## config.mk

```make
export PLATFORM = sky130hd
export DESIGN_NAME = sign_ext
export DESIGN_NICKNAME = d
export VERILOG_FILES = /design/src/rtl/sign_ext_pkg.sv /design/src/rtl/sign_ext_comb.sv /design/src/rtl/sign_ext.sv
export SDC_FILE = /design/constraint.sdc
export NUM_CORES = 1
export LEC_CHECK = 0
export BUFFER_PORTS_ARGS = -buffer_cell sky130_fd_sc_hd__buf_2
export CORE_AREA = 2 2 52 90
export CTS_CLUSTER_DIAMETER = 120
export DETAILED_ROUTE_END_ITERATION = 8
export DIE_AREA = 0 0 54 92
export PLACE_DENSITY = 0.83
export SYNTH_ARGS = -nofsm -noshare
export SYNTH_HDL_FRONTEND = slang
export SYNTH_SLANG_ARGS = --single-unit
```

## constraint.sdc

```tcl
create_clock -name clk -period 13.8 [get_ports clk]
set_input_delay 3.45 -clock clk [delete_from_list [all_inputs] [get_ports clk]]
set_output_delay 3.45 -clock clk [all_outputs]
set_load 0.02 [all_outputs]
```

## src/rtl/sign_ext_pkg.sv

```systemverilog
// +--------------------------------------------------------------------+
// | sign_ext_pkg: shared LEGv8 widths, opcodes and immediate formats   |
// | Revision: 1.0                                                      |
// +--------------------------------------------------------------------+
`default_nettype none

package sign_ext_pkg;

  localparam int unsigned INSTR_W = 32;
  localparam int unsigned DATA_W  = 64;

  localparam logic [10:0] OP_LDUR = 11'h7C2;
  localparam logic [10:0] OP_STUR = 11'h7C0;
  localparam logic [7:0]  OP_CBZ  = 8'hB4;

  typedef enum logic [1:0] {
    FMT_NONE = 2'd0,
    FMT_D    = 2'd1,
    FMT_CB   = 2'd2
  } imm_fmt_t;

endpackage : sign_ext_pkg

`default_nettype wire

```

## src/rtl/sign_ext_comb.sv

```systemverilog
// +--------------------------------------------------------------------+
// | sign_ext_comb: opcode decode and immediate sign extension          |
// | Revision: 1.0                                                      |
// +--------------------------------------------------------------------+
`default_nettype none

module sign_ext_comb
  import sign_ext_pkg::*;
(
  input  logic [INSTR_W-1:0] a,
  output logic [DATA_W-1:0]  y,
  output imm_fmt_t           fmt
);

  // Low five bits belong to no supported immediate field.
  logic w_unused_ok;
  assign w_unused_ok = ^a[4:0];

  always_comb begin
    y   = '0;
    fmt = FMT_NONE;
    if ((a[31:21] == OP_LDUR) || (a[31:21] == OP_STUR)) begin
      y   = {{55{a[20]}}, a[20:12]};
      fmt = FMT_D;
    end else if (a[31:24] == OP_CBZ) begin
      y   = {{45{a[23]}}, a[23:5]};
      fmt = FMT_CB;
    end
  end

endmodule : sign_ext_comb

`default_nettype wire

```

## src/rtl/sign_ext.sv

```systemverilog
// +--------------------------------------------------------------------+
// | sign_ext: combinational immediate extender with registered copy    |
// | Revision: 1.0                                                      |
// +--------------------------------------------------------------------+
`default_nettype none

module sign_ext
  import sign_ext_pkg::*;
(
  input  logic               clk,
  input  logic               reset_n,
  input  logic [INSTR_W-1:0] a,
  output logic [DATA_W-1:0]  y,
  output logic [1:0]         fmt,
  output logic [DATA_W-1:0]  y_q,
  output logic [1:0]         fmt_q
);

  logic [DATA_W-1:0] y_d;
  imm_fmt_t          fmt_d;

  sign_ext_comb u_comb (
    .a   (a),
    .y   (y_d),
    .fmt (fmt_d)
  );

  assign y   = y_d;
  assign fmt = fmt_d;

  // Reset only touches the pipeline copy; the combinational path stays live.
  always_ff @(posedge clk or negedge reset_n) begin
    if (!reset_n) begin
      y_q   <= '0;
      fmt_q <= 2'b00;
    end else begin
      y_q   <= y_d;
      fmt_q <= fmt_d;
    end
  end

endmodule : sign_ext

`default_nettype wire

```

### Word-level counts from Yosys, hierarchy flattened

Cells that the tools add are included.

* flip-flop bits (word level): 66
* input bits: 34
* output and inout bits: 132
* word-level logic and storage cells: 10

* equality and inequality tests: 3
* mux-type cells: 4
* reductions and logical operators: 1

Operator list (number)
* $mux W64: 2
* $eq A11 B11 Y1 const B: 2
* $eq A8 B8 Y1 const B: 1
* $mux W2: 2
* $logic_or A1 B1 Y1: 1

### Logic depth before layout (Yosys ltp)

* word-level depth: 3
* depth in mapped cells: 5
* depth with buffers taken out: 3

### Hierarchy

From an unflattened synthesis, not the netlist that was laid out.

* cell total of the unflattened synthesis: 164
* area total of the unflattened synthesis: 2298.5 µm²

By module, submodules not included
* sign_ext: instances 1, cells each 66, area an instance 1651.6 µm², seq. area each 1651.6 µm²
* sign_ext_comb: instances 1, cells each 98, area an instance 646.9 µm², seq. area each 0.0 µm²

### Worst setup path after synthesis

Ideal clock, no wire load.

* path type: input to output
* from: in a[25]
* to: out y[19]
* arrival time: 6.502 ns
* required time: 10.350 ns
* setup slack: 3.848 ns
* stages on the path: 4
* path buffers: 2
* cell sequence: or4b_4 > buf_6 > a21oi_1 > buf_4

* word-level cells in the longest chain between the ends: 3
* elaborated cells on any way between the ends: 6
* classes of those cells: eq/ne: 3; mux: 2; reduce/logical: 1

RTL lines
* start, declared: line sign_ext.sv:12 `input logic [INSTR_W-1:0] a,`
* $eq A8 B8 Y1 or $eq A11 B11 Y1 (tied branches): line sign_ext_comb.sv:25, sign_ext_comb.sv:22
* $mux W64 or $logic_or A1 B1 Y1 (tied branches): line sign_ext_comb.sv:25, sign_ext_comb.sv:22
* $mux W64 (*): line sign_ext_comb.sv:22 `if ((a[31:21] == OP_LDUR) || (a[31:21] == OP_STUR)) begin`
* end, declared: line sign_ext.sv:13 `output logic [DATA_W-1:0] y,`

Every way passes the cells marked *; elsewhere a longest branch is shown, timed or not.

### Worst setup path after layout

* from: in a[27]
* to: out y[22]

The elaborated chain is that of the path after synthesis.

==> impl_metrics.json <==
{
  "place_area_um2": 1670,
  "vias": 1233,
  "yosysWarnings": 0,
  "area_growth_pct": 13.8,
  "arrival_ps": 5290,
  "port_buffers": 160,
  "ir_drop_mv": 0.0615,
  "internal_power_w": 0.0000867,
  "synth.distinct_cells": 17,
  "finalCritPeriodShare": 0.634,
  "period_needed_ps": 8740,
  "hold_class": "primary input to asynchronous set/reset pin",
  "final_nets": 268,
  "die_w_um": 54,
  "cpMostUsedCell": "buf_2",
  "std_cell_rows": 32,
  "drt_wl_total_um": 3340,
  "power_frac_seq": 0.552,
  "first_iter_violations": 6,
  "slew_violations": 0,
  "cp_top_family": "simple AND/OR/NAND/NOR gates",
  "die_h_um": 92,
  "p_leak_nw": 1.22,
  "htree_num_levels": 1,
  "cts_buffers": 3,
  "core_area_um2": 4320,
  "worst_setup_path_start_kind": "primary input",
  "antenna_found_initial": 0,
  "hold_buffers": 0,
  "nFillCells": 455,
  "clock_path_buffers": 2,
  "drc": 0,
  "path_class": "primary input to output pin",
  "end_kind": "output pin",
  "tightestPinTransition_ps": 1030,
  "cts_setup_buffers": 0,
  "ios": 166,
  "cts_tree": "done",
  "vias_per_cell": 4.34,
  "ys_ff_latch": 21,
  "slew_headroom": 0.310,
  "cpPeakStageDelay_ps": 840,
  "cp_slowest_cell": "nor3b_2",
  "syn_nets": 198,
  "grt_max_degree": 47,
  "clock.fmax_ghz": 0.114,
  "antenna_left": 0,
  "start_util": 0.349,
  "critical_path_required_ps": 10350,
  "dpl.hpwl_um": 2750,
  "path_clk_slew_ps": 80,
  "synth_area_um2": 1510,
  "die-area_um2": 4970,
  "routedWlPerCell_um": 11.7,
  "hold_viol": 0,
  "gp_congestion": 0.743,
  "crit_path_max_fanout": 46,
  "groute.usage.overall": 0.126,
  "synth_top_area_cell": "buf_4",
  "layout_common_cells": "buf_2, dfrtp_1, nand2_1",
  "post_cts_resize_count": 0,
  "power.density_nw_per_um2": 65.0,
  "seq_area_frac_synth": 0.348,
  "layout_commonest_cell": "buf_2",
  "rsz0062_at_grt": "no",
  "grt_pass1_vias": 985,
  "p_comb_frac": 0.099,
  "switching_share": 0.225,
  "grt-ovfl-total": 0,
  "cap_viol_max_count": 0,
  "synth_cells": 164,
  "design_area_um2": 1720,
  "grt_first_pass_wirelength_um": 4620,
  "setup_violations": 0,
  "tns_ps": 0,
  "root_buffer": "clkbuf_8",
  "diodes": 0,
  "clock-sinks": 21,
  "drive_gt1_frac": 0.730,
  "avgSynthCellArea_um2": 9.21,
  "synth_area_leaders": "buf_4, dfrtp_1, a32oi_1, a21oi_1, nand2_1",
  "status": "completed",
  "path_buf_inv": 3,
  "drt-pass1-iter-count": 4,
  "synth_top_area_frac": 0.447,
  "pwr-share-clk": 0.349,
  "p_sw_w": 0.0000251,
  "crit_chain": "buf_2 > nor3b_2 > nand2_1 > a21oi_2 > buf_4 > buf_2"
}
[area by class of cell]
| type | count | area [um2] | share of cell area |
|---|---|---|---|
| inverters | 1 | 3.75 | 0.00218 |
| flip-flops and latches | 21 | 526 | 0.306 |
| multi-input cells | 46 | 273 | 0.159 |
| clock buffers | 4 | 45.0 | 0.0262 |
| repair buffers | 161 | 808 | 0.470 |
| well taps | 51 | 63.8 | 0.0371 |
[power by group through the flow]
stage	clock (W)	combinational (W)	sequential, W
floorplan	0	0.00000517	0.0000631
global placement	0	0.0000109	0.0000629
detailed placement	0	0.0000111	0.0000629
CTS	0.0000399	0.0000111	0.0000617
global route	0.0000430	0.0000124	0.0000617
finish	0.0000390	0.0000110	0.0000617
[cell usage after synthesis, drive strengths merged]
library cell,instances
buf,92
dfrtp,21
nand2,12
a21oi,11
nor2,9
a32oi,8
clkbuf,4
nor3b,2
and2b,1
and4bb,1
inv,1
nand3,1
or4b,1
[state kept, by name, summed over array words and instances, names as in the netlist]
name   flops
fmt_q      2
y_q       19
[worst max path at each step]
stage / start / end / slack, ps / depth (start not counted)
final: a[27] / y[22] / 5060 / 6
after global routing: a[27] / y[62] / 4820 / 6
after CTS: a[27] / y[47] / 5060 / 6
after detailed placement: a[27] / y[47] / 5060 / 6
after global placement: a[27] / y[20] / 5100 / 6
after floorplan: a[25] / y[19] / 3850 / 4
[per-stage QoR]
stage                     instances  power [W]  setup slack, ps  hold slack (ps)  utilization
after CTS                       284   0.000113             5060             3150        0.398
after floorplan                 164  0.0000683             3850             3150            -
after global placement          280  0.0000738             5100             3410        0.387
final                           284   0.000112             5060             3130        0.398
after global routing            284   0.000117             4820             3170        0.398
after detailed placement        280  0.0000740             5060             3420        0.387
[kinds of logic after synthesis]
family                 share of synthesized area
buffers and inverters                      0.477
AND/OR/NAND/NOR                           0.0920
flip-flops                                 0.348
AO/OA/AOI/OAI                             0.0829
[metal layers]
layer	track usage	part of all wire	vias to the layer above
li1	-	-	576
met1	0.135	0.33	539
met2	0.225	0.50	114
met3	0.0228	0.14	4
met4	0.0563	0.017	0
met5	0	0	-
No activity file was read; power rests on OpenSTA's default activity.
